--- src/rtl/shift_pkg.sv ---
// Shared definitions for the multi-cycle shifter: operation codes, FSM
// state encoding and a small helper used to pick the per-cycle step size.
package shift_pkg;

  // Shift operation selector as presented on the Op port.
  typedef logic [1:0] shift_op_t;

  localparam shift_op_t OP_SLL = 2'b00;  // logical left, zero fill at LSB
  localparam shift_op_t OP_SRL = 2'b01;  // logical right, zero fill at MSB
  localparam shift_op_t OP_SRA = 2'b10;  // arithmetic right, sign fill
  localparam shift_op_t OP_ROR = 2'b11;  // rotate right

  // Controller states (2-bit encoding).
  typedef enum logic [1:0] {
    ST_IDLE  = 2'b00,
    ST_SHIFT = 2'b01,
    ST_DONE  = 2'b10
  } state_t;

  // Number of clock edges from the capture edge until Done is presented:
  // one edge per STEP-sized chunk of the shift amount plus the final
  // SHIFT->DONE transition.
  function automatic int shift_latency(input int shamt, input int step);
    return ((shamt + step - 1) / step) + 1;
  endfunction

endpackage

--- src/rtl/shift_step.sv ---
// Combinational single-step shifter: moves data by k positions (k <= STEP)
// applying the fill rule of the selected operation.
module shift_step
  import shift_pkg::*;
#(
  parameter int WIDTH = 32,
  parameter int STEP  = 1,
  parameter int K_W   = $clog2(STEP) + 1
) (
  input  logic [WIDTH-1:0] data,
  input  logic [K_W-1:0]   k,
  input  shift_op_t        op,
  input  logic             sign,
  output logic [WIDTH-1:0] shifted
);

  logic [WIDTH-1:0] srl_val;
  logic [WIDTH-1:0] sign_mask;
  logic [WIDTH-1:0] rot_in;

  // Shared partial results: plain right shift, the MSB positions vacated
  // by it, and the LSB bits that wrap around for a rotate.
  always_comb begin
    srl_val   = data >> k;
    sign_mask = ~({WIDTH{1'b1}} >> k);
    // k == 0 gives a shift by WIDTH, which yields zero: no wrap-in.
    rot_in    = data << (WIDTH - int'(k));
  end

  // Apply the fill rule for the requested operation.
  always_comb begin
    shifted = data;
    case (op)
      OP_SLL: shifted = data << k;
      OP_SRL: shifted = srl_val;
      OP_SRA: shifted = sign ? (srl_val | sign_mask) : srl_val;
      OP_ROR: shifted = srl_val | rot_in;
      default: shifted = data;
    endcase
  end

endmodule

--- src/rtl/seq_shift_unit.sv ---
// Multi-cycle variable shifter (SLL/SRL/SRA/ROR) moving up to STEP bit
// positions per clock under a Start/Busy/Done handshake.
//
// Handshake: a request (Start=1 with Op/Operand/Shamt) is accepted on a
// rising edge when Busy=0 (state IDLE or DONE); request fields are only
// sampled on that edge. Busy stays high until the result is final; Done
// then pulses for exactly one cycle with Result valid, and Result holds
// until the next accepted request. Start while Busy=1 is dropped.
module seq_shift_unit
  import shift_pkg::*;
#(
  parameter int WIDTH   = 32,
  parameter int SHAMT_W = $clog2(WIDTH),
  parameter int STEP    = 1
) (
  input  logic               clk,
  input  logic               reset,
  input  logic               Start,
  input  shift_op_t          Op,
  input  logic [WIDTH-1:0]   Operand,
  input  logic [SHAMT_W-1:0] Shamt,
  output logic               Busy,
  output logic               Done,
  output logic [WIDTH-1:0]   Result,
  output logic [1:0]         dbg_state
);

  localparam int K_W = $clog2(STEP) + 1;

  state_t             state;
  logic [WIDTH-1:0]   data_q;
  logic [SHAMT_W-1:0] rem_q;
  shift_op_t          op_q;
  logic               sign_q;

  logic [K_W-1:0]     k;
  logic [WIDTH-1:0]   data_next;
  logic               accept;

  // A request is taken whenever the unit is not mid-shift.
  always_comb begin
    accept = Start && (state != ST_SHIFT);
  end

  // Per-cycle step size: min(STEP, rem).
  always_comb begin
    k = '0;
    if ({1'b0, rem_q} >= (SHAMT_W + 1)'(STEP)) begin
      k = K_W'(STEP);
    end else begin
      k = K_W'(rem_q);
    end
  end

  shift_step #(
    .WIDTH (WIDTH),
    .STEP  (STEP),
    .K_W   (K_W)
  ) u_step (
    .data    (data_next_src()),
    .k       (k),
    .op      (op_q),
    .sign    (sign_q),
    .shifted (data_next)
  );

  // The step shifter always works on the data register.
  function automatic logic [WIDTH-1:0] data_next_src();
    return data_q;
  endfunction

  // Controller FSM with the datapath registers and registered Busy/Done.
  always_ff @(posedge clk or posedge reset) begin
    if (reset) begin
      state  <= ST_IDLE;
      data_q <= '0;
      rem_q  <= '0;
      op_q   <= OP_SLL;
      sign_q <= 1'b0;
      Busy   <= 1'b0;
      Done   <= 1'b0;
    end else if (accept) begin
      // Capture a new request from IDLE, or back-to-back from DONE.
      state  <= ST_SHIFT;
      data_q <= Operand;
      rem_q  <= Shamt;
      op_q   <= Op;
      sign_q <= Operand[WIDTH-1];
      Busy   <= 1'b1;
      Done   <= 1'b0;
    end else begin
      case (state)
        ST_IDLE: begin
          Busy <= 1'b0;
          Done <= 1'b0;
        end
        ST_SHIFT: begin
          if (rem_q != '0) begin
            data_q <= data_next;
            rem_q  <= rem_q - SHAMT_W'(k);
          end else begin
            // Shift complete: no data movement on this edge.
            state <= ST_DONE;
            Busy  <= 1'b0;
            Done  <= 1'b1;
          end
        end
        ST_DONE: begin
          state <= ST_IDLE;
          Busy  <= 1'b0;
          Done  <= 1'b0;
        end
        default: begin
          state <= ST_IDLE;
          Busy  <= 1'b0;
          Done  <= 1'b0;
        end
      endcase
    end
  end

  // Result is the data register itself; it holds outside of SHIFT.
  always_comb begin
    Result    = data_q;
    dbg_state = state;
  end

endmodule

--- config.mk ---
export PLATFORM = sky130hd
export DESIGN_NAME = seq_shift_unit
export DESIGN_NICKNAME = d
export VERILOG_FILES = /design/src/rtl/shift_pkg.sv /design/src/rtl/shift_step.sv /design/src/rtl/seq_shift_unit.sv
export SDC_FILE = /design/constraint.sdc
export NUM_CORES = 1
export LEC_CHECK = 0
export ABC_AREA = 0
export ABC_CLOCK_PERIOD_IN_PS = 3500
export BUFFER_PORTS_ARGS = -buffer_cell sky130_fd_sc_hd__buf_2
export CAP_MARGIN = 30
export CORE_ASPECT_RATIO = 0.8
export CORE_MARGIN = 2
export CORE_UTILIZATION = 49
export CTS_BUF_LIST = sky130_fd_sc_hd__clkbuf_16
export CTS_CLUSTER_DIAMETER = 30
export DETAILED_ROUTE_END_ITERATION = 10
export PLACE_DENSITY = 0.79
export SLEW_MARGIN = 20
export SYNTH_ARGS = -nofsm -noshare
export SYNTH_HDL_FRONTEND = slang
export SYNTH_HIERARCHICAL = 1
export SYNTH_SLANG_ARGS = --single-unit
--- constraint.sdc ---
create_clock -name clk -period 3.5 [get_ports clk]
set_clock_uncertainty 0.1 [all_clocks]
set_input_delay 0.875 -clock clk [delete_from_list [all_inputs] [get_ports clk]]
set_output_delay 0.875 -clock clk [all_outputs]
set_load 0.02 [all_outputs]
==> results of run 1 <==
==> power groups by stage <==
stage / registers, mW / clock network (mW) / logic (mW)
6_report: 1.18 / 0.540 / 2.91
5_1_grt: 1.23 / 0.569 / 3.20
3_5_place_dp: 1.18 / 0 / 2.87
3_3_place_gp: 1.16 / 0 / 2.77
4_1_cts: 1.18 / 0.548 / 2.88
2_1_floorplan: 1.34 / 0 / 2.13
==> per-stage QoR <==
stage / setup WS [ns] / hold slack, ns / total power, mW / std cells
2_1_floorplan: 0.966 / 0.380 / 3.47 / 345
3_3_place_gp: 0.869 / 0.397 / 3.94 / 481
3_5_place_dp: 0.751 / 0.398 / 4.05 / 481
4_1_cts: 0.732 / 0.411 / 4.61 / 489
5_1_grt: 0.718 / 0.426 / 5.00 / 491
6_report: 0.864 / 0.407 / 4.63 / 491
==> cell usage after synthesis (all sizes together) <==
| cell type | instances |
|---|---|
| mux2i | 96 |
| dfrtp | 44 |
| nand2 | 36 |
| nor2 | 36 |
| a221o | 33 |
| a21oi | 31 |
| buf | 19 |
| clkbuf | 12 |
| inv | 7 |
| mux2 | 6 |
| o21ai | 4 |
| nand3 | 3 |
| nor2b | 2 |
| nor4 | 2 |
| o211ai | 2 |
| o22ai | 2 |
| a31oi | 1 |
| and3 | 1 |
| ha | 1 |
| nand2b | 1 |
| nor3 | 1 |
| o2111ai | 1 |
| o21a | 1 |
| o31ai | 1 |
| or3b | 1 |
| or4 | 1 |
==> flip-flops by register name, indices dropped and copies added, names as in the netlist <==
name,flops
rem_q,5
dbg_state,2
Busy,1
Done,1
op_q,2
Result,32
sign_q,1
==> worst min-delay path by stage <==
stage               cells after the start   start  slack, ns    endpoint
CTS                                     1    Done       0.41        Done
detailed placement                      1    Done       0.40        Done
global route                            2   reset       0.43  Result[10]
finish                                  2   reset       0.41  Result[10]
floorplan                               1  sign_q       0.38      sign_q
global placement                        1  sign_q       0.40      sign_q
==> kinds of logic after synthesis <==
group | Yosys count | synth area share (%)
AO/OA/AOI/OAI | 76 | 18.1
adder cells (fa/ha/maj) | 1 | 0.376
buffers and inverters | 38 | 6.47
flip-flops | 44 | 33.1
multiplexers | 102 | 30.9
AND/OR/NAND/NOR | 84 | 11.0
==> layer usage <==
layer / global-route usage, % / vias to the layer above / routed length, um
li1: - / 1406 / -
met1: 32.8 / 1354 / 3850
met2: 35.3 / 109 / 3660
met3: 5.53 / 9 / 558
met4: 5.71 / 0 / 123
met5: 0 / - / 0
==> layout by cell type, fill, tap and decap left out, types with 2 or more instances in the layout <==
| master | n |
|---|---|
| nor4_1 | 2 |
| nand2_1 | 36 |
| mux2_2 | 6 |
| mux2i_1 | 96 |
| o211ai_1 | 2 |
| o22ai_1 | 2 |
| o21ai_0 | 4 |
| a221o_2 | 32 |
| buf_12 | 3 |
| buf_2 | 77 |
| inv_2 | 2 |
| clkbuf_16 | 5 |
| nor2_1 | 34 |
| nand3_1 | 3 |
| dfrtp_1 | 44 |
| inv_1 | 5 |
| buf_4 | 5 |
| nor2b_1 | 2 |
| a21oi_1 | 31 |
==> cell type report <==
| cell class | count | area (um^2) |
|---|---|---|
| clock buffer | 5 | 125 |
| clock inverter | 3 | 42.5 |
| fill | 553 | 2570 |
| inverter | 7 | 26.3 |
| multi-input combinational | 263 | 2020 |
| sequential | 44 | 1100 |
| tap | 84 | 105 |
| timing repair buffer | 85 | 483 |
==> flow_summary.json, run 1 <==
{
  "syn_nets": 388,
  "synth_area_leaders": "dfrtp_1, mux2i_1, a221o_2",
  "ys_seq_area_share_pct": 33.1,
  "synth_seq_cells": 44,
  "port_buffers": 77,
  "critPathLaunch": "rem_q[1]",
  "p_sw_mw": 2.13,
  "final_antenna_net_count": 0,
  "clkPwrFrac_pct": 11.7,
  "crit_end": "Result[31]",
  "outcome": "finished, final reports clean",
  "synth_top_area_share_pct": 33.1,
  "crit_chain": "or4_4 -> nor2_1 -> inv_2 -> buf_12 -> a31oi_1 -> o21ai_0 -> nand2_1 -> mux2i_1 -> a221o_2",
  "critPathMaxStageDelay_ns": 0.59,
  "r2r.worst_path.cells": 9,
  "final.setup.tns_ns": 0,
  "cp.required_ns": 3.57,
  "grt_pass1_wl_um": 13700,
  "maxSlewViolCount": 0,
  "core_area_um2": 6470,
  "critPathKind": "reg2reg",
  "hold_viol_final": 0,
  "p_comb_share_pct": 62.8,
  "period_minus_slack_ns": 2.64,
  "initial_core_util_pct": 51.4,
  "ios": 78,
  "drt-initial-drc-count": 275,
  "clk_path_buf_depth": 2,
  "clock.fmax_ghz": 0.379,
  "post_cts_buffers": 0,
  "yosys_warnings": 6,
  "avgSynthCellArea_um2": 9.64,
  "rrSetupSlack_ns": 0.86,
  "die-height_um": 77.7,
  "worst_setup_path_start_kind": "flip-flop",
  "cpMaxStageDelayCell": "or4_4",
  "crit_arrival_ns": 2.71,
  "worstPathMaxFanout": 57,
  "drc": 0,
  "final_area_um2": 3900,
  "fin_crit_sh_pct": 75.3,
  "r2r_start": "rem_q[1]",
  "overflow": 0,
  "final_util_pct": 60.2,
  "syn-cell-area_um2": 3330,
  "setup_viol_count_final": 0,
  "drive_gt1_share_pct": 33.9,
  "firstDrtPassIters": 5,
  "fp.dieArea_um2": 7470,
  "netlist_instances": 345,
  "hold_buffers": 0,
  "grt_pass1_vias": 2764,
  "vias_per_cell": 5.86,
  "r2r-end": "Result[31]",
  "rows": 26,
  "clk_latency_ns": 0.29,
  "synth_cell_type_count": 32,
  "place_congestion": 0.857,
  "post_cts_resized": 0,
  "p_per_area_nw_per_um2": 1190,
  "crit_family": "simple AND/OR/NAND/NOR gates",
  "fin_nets": 449,
  "syn_to_final_growth_pct": 17.2,
  "cts-root-buf": "clkbuf_16",
  "path_clk_slew_ns": 0.07,
  "htree_levels": 2,
  "slew_headroom_pct": 57.2,
  "numCtsBuffers": 5,
  "die_w_um": 96.1,
  "antenna_found_initial": 0,
  "power.leakage_nw": 1.78,
  "path_buf_inv": 2,
  "worstMarginPinSlew_ns": 0.640,
  "p_seq_share_pct": 25.6,
  "max_cap_viol_count": 0,
  "end_kind": "flip-flop",
  "placed_area_um2": 3690,
  "grt_usage_pct": 23.1,
  "cp.depth": 9,
  "routedWlPerCell_um": 16.7,
  "num_antenna_cells": 0,
  "clock-sinks": 44,
  "ir_drop_mv": 0.445,
  "synth_top_area_cell": "dfrtp_1",
  "grt_max_degree": 66,
  "hp-class": "in2async",
  "hpwl_um": 5360,
  "rsz0062_at_grt": "no",
  "switching_share_pct": 46.0,
  "vias": 2878,
  "cts_tree": "built",
  "p_int_mw": 2.50,
  "wl_um": 8190
}
No activity file was read; power rests on OpenSTA's default activity.
==> run 2, diff against run 1 <==
ABC_CLOCK_PERIOD_IN_PS = 2400   (was 3500)
PLACE_DENSITY = 0.82   (was 0.79)
clock period = 2.4 ns   (was 3.5 ns; I/O delays follow)
==> run 2 against run 1 <==
Compared with the run above:
- wire length increased by 5.7%
- core utilization increased by 0.85 points
- hold slack got worse by 0.14 ns
- largest cell class unchanged
- highest routed layer unchanged
- final cell count rose by 2.0%
- flip-flop and latch count did not move
- die area did not move
- total power rose by 47%
- global-route usage grew 0.98 points
- first-iteration DRC count shrank 20%
- register-to-register slack lost 0.74 ns
- sequential power is 47% higher
- via count rose by 5.7%
==> flow_summary.json, run 2 (same netlist as run 1, synthesis figures left out) <==
{
  "outcome": "finished, final reports clean",
  "ir_drop_mv": 0.709,
  "core_area_um2": 6470,
  "rsz0062_at_grt": "no",
  "vias": 3041,
  "syn_to_final_growth_pct": 18.8,
  "grt_max_degree": 39,
  "grt_pass1_vias": 2934,
  "clk_latency_ns": 0.28,
  "drc": 0,
  "period_minus_slack_ns": 2.28,
  "clock-sinks": 44,
  "nFillCells": 560,
  "critPathLaunch": "rem_q[2]",
  "htree_levels": 2,
  "timing.hold.ws_ns": 0.263,
  "mostFrequentLayoutCell": "mux2i_1",
  "slew_headroom_pct": 62.0,
  "dp_worst_setup_slack_ns": -0.122,
  "final_cell_mix": "mux2i_1, buf_2, dfrtp_1",
  "end_kind": "flip-flop",
  "fp.dieArea_um2": 7470,
  "maxSlewViolCount": 0,
  "critPathKind": "reg2reg",
  "worst_setup_path_start_kind": "flip-flop",
  "r2r_start": "rem_q[2]",
  "grt_usage_pct": 24.1,
  "num_antenna_cells": 0,
  "firstDrtPassIters": 5,
  "path_clk_slew_ns": 0.06,
  "worst_slack_ns": 0.120,
  "worstPathMaxFanout": 26,
  "hp-class": "in2async",
  "fin_crit_sh_pct": 95.0,
  "r2r-end": "Result[31]",
  "r2r.worst_path.cells": 9,
  "setup_viol_count_final": 0,
  "wl_um": 8660,
  "max_cap_viol_count": 0,
  "antenna_found_initial": 0,
  "fin_nets": 459,
  "cts_tree": "built",
  "final_antenna_net_count": 0,
  "vias_per_cell": 6.07,
  "worstMarginPinSlew_ns": 0.570,
  "place_congestion": 0.943,
  "rows": 26,
  "hpwl_um": 5830,
  "die-height_um": 77.7,
  "ios": 78,
  "cts-root-buf": "clkbuf_16",
  "hold_buffers": 0,
  "grt_pass1_wl_um": 14200,
  "numCtsBuffers": 5,
  "drt-initial-drc-count": 221,
  "routedWlPerCell_um": 17.3,
  "power.leakage_nw": 1.82,
  "initial_core_util_pct": 51.4,
  "clk_path_buf_depth": 2,
  "clock.fmax_ghz": 0.439,
  "p_per_area_nw_per_um2": 1720,
  "overflow": 0,
  "die_w_um": 96.1,
  "crit_arrival_ns": 2.34,
  "rrSetupSlack_ns": 0.12,
  "largest_register_ffs": 32,
  "port_buffers": 77,
  "crit_end": "Result[31]",
  "hold_viol_final": 0,
  "drive_gt1_share_pct": 35.3,
  "cp.required_ns": 2.46
}
## run 2: cell count changes in the layout (fill, tap and decap cells not counted), sizes merged
cell / delta
bufinv: -1
buf: +10
inv: +2
clkinv: -1
## run 2: worst min path at each step
stage	startpoint	endpoint	slack [ns]	depth (start not counted)
6_report	reset	Result[11]	0.26	2
5_1_grt	reset	Result[11]	0.31	2
4_1_cts	reset	Result[11]	0.29	2
3_5_place_dp	sign_q	sign_q	0.40	1
3_3_place_gp	sign_q	sign_q	0.40	1
2_1_floorplan	sign_q	sign_q	0.38	1
## run 2: report_power, final
part,internal (mW),switching (mW)
clock network,0.375,0.277
registers,1.16,0.563
logic,2.10,2.32
## run 2: area by class of cell
class	count	area, um^2	area share (%)
well taps	84	105	2.66
clock buffers	5	125	3.16
multi-input cells	263	2020	51.2
repair buffers	95	562	14.2
flip-flops and latches	44	1100	27.8
inverters	7	26.3	0.665
clock inverters	3	11.3	0.285
## run 2: what timing repair did
action / CTS / global route
pin swaps: 0 / 2
setup endpoints to repair: 28 / 19
endpoints found under the hold margin: 0 / 0
buffers inserted: 0 / 2
gates resized for setup: 2 / 1
## run 2: worst max-delay path: stages (launching register included)
cell     delay [ns]
dfrtp_1        0.41
or4_4          0.55
nor2_4         0.15
inv_2          0.08
buf_6          0.17
nand2_1        0.08
o21ai_0        0.13
nand2_1        0.10
mux2i_1        0.07
a221o_2        0.32
## run 2: per-stage QoR
| stage | util [%] | total power [mW] | setup TNS, ns | instances | cell area [um^2] |
|---|---|---|---|---|---|
| finish | 61.1 | 6.80 | 0 | 501 | 3950 |
| floorplan | - | 5.06 | 0 | 345 | 3330 |
| global route | 61.1 | 7.31 | 0 | 501 | 3950 |
| global placement | 58.6 | 5.87 | 0 | 491 | 3790 |
| detailed placement | 58.6 | 6.08 | -0.918 | 491 | 3790 |
| CTS | 60.8 | 6.78 | 0 | 499 | 3940 |
## run 2: metal layers
metal	global-route usage (%)	share of wire (%)	up-vias
met5	0	0	-
met4	8.71	1.7	0
met3	3.50	6.7	12
met2	38.7	48	127
met1	32.7	43	1476
li1	-	-	1426
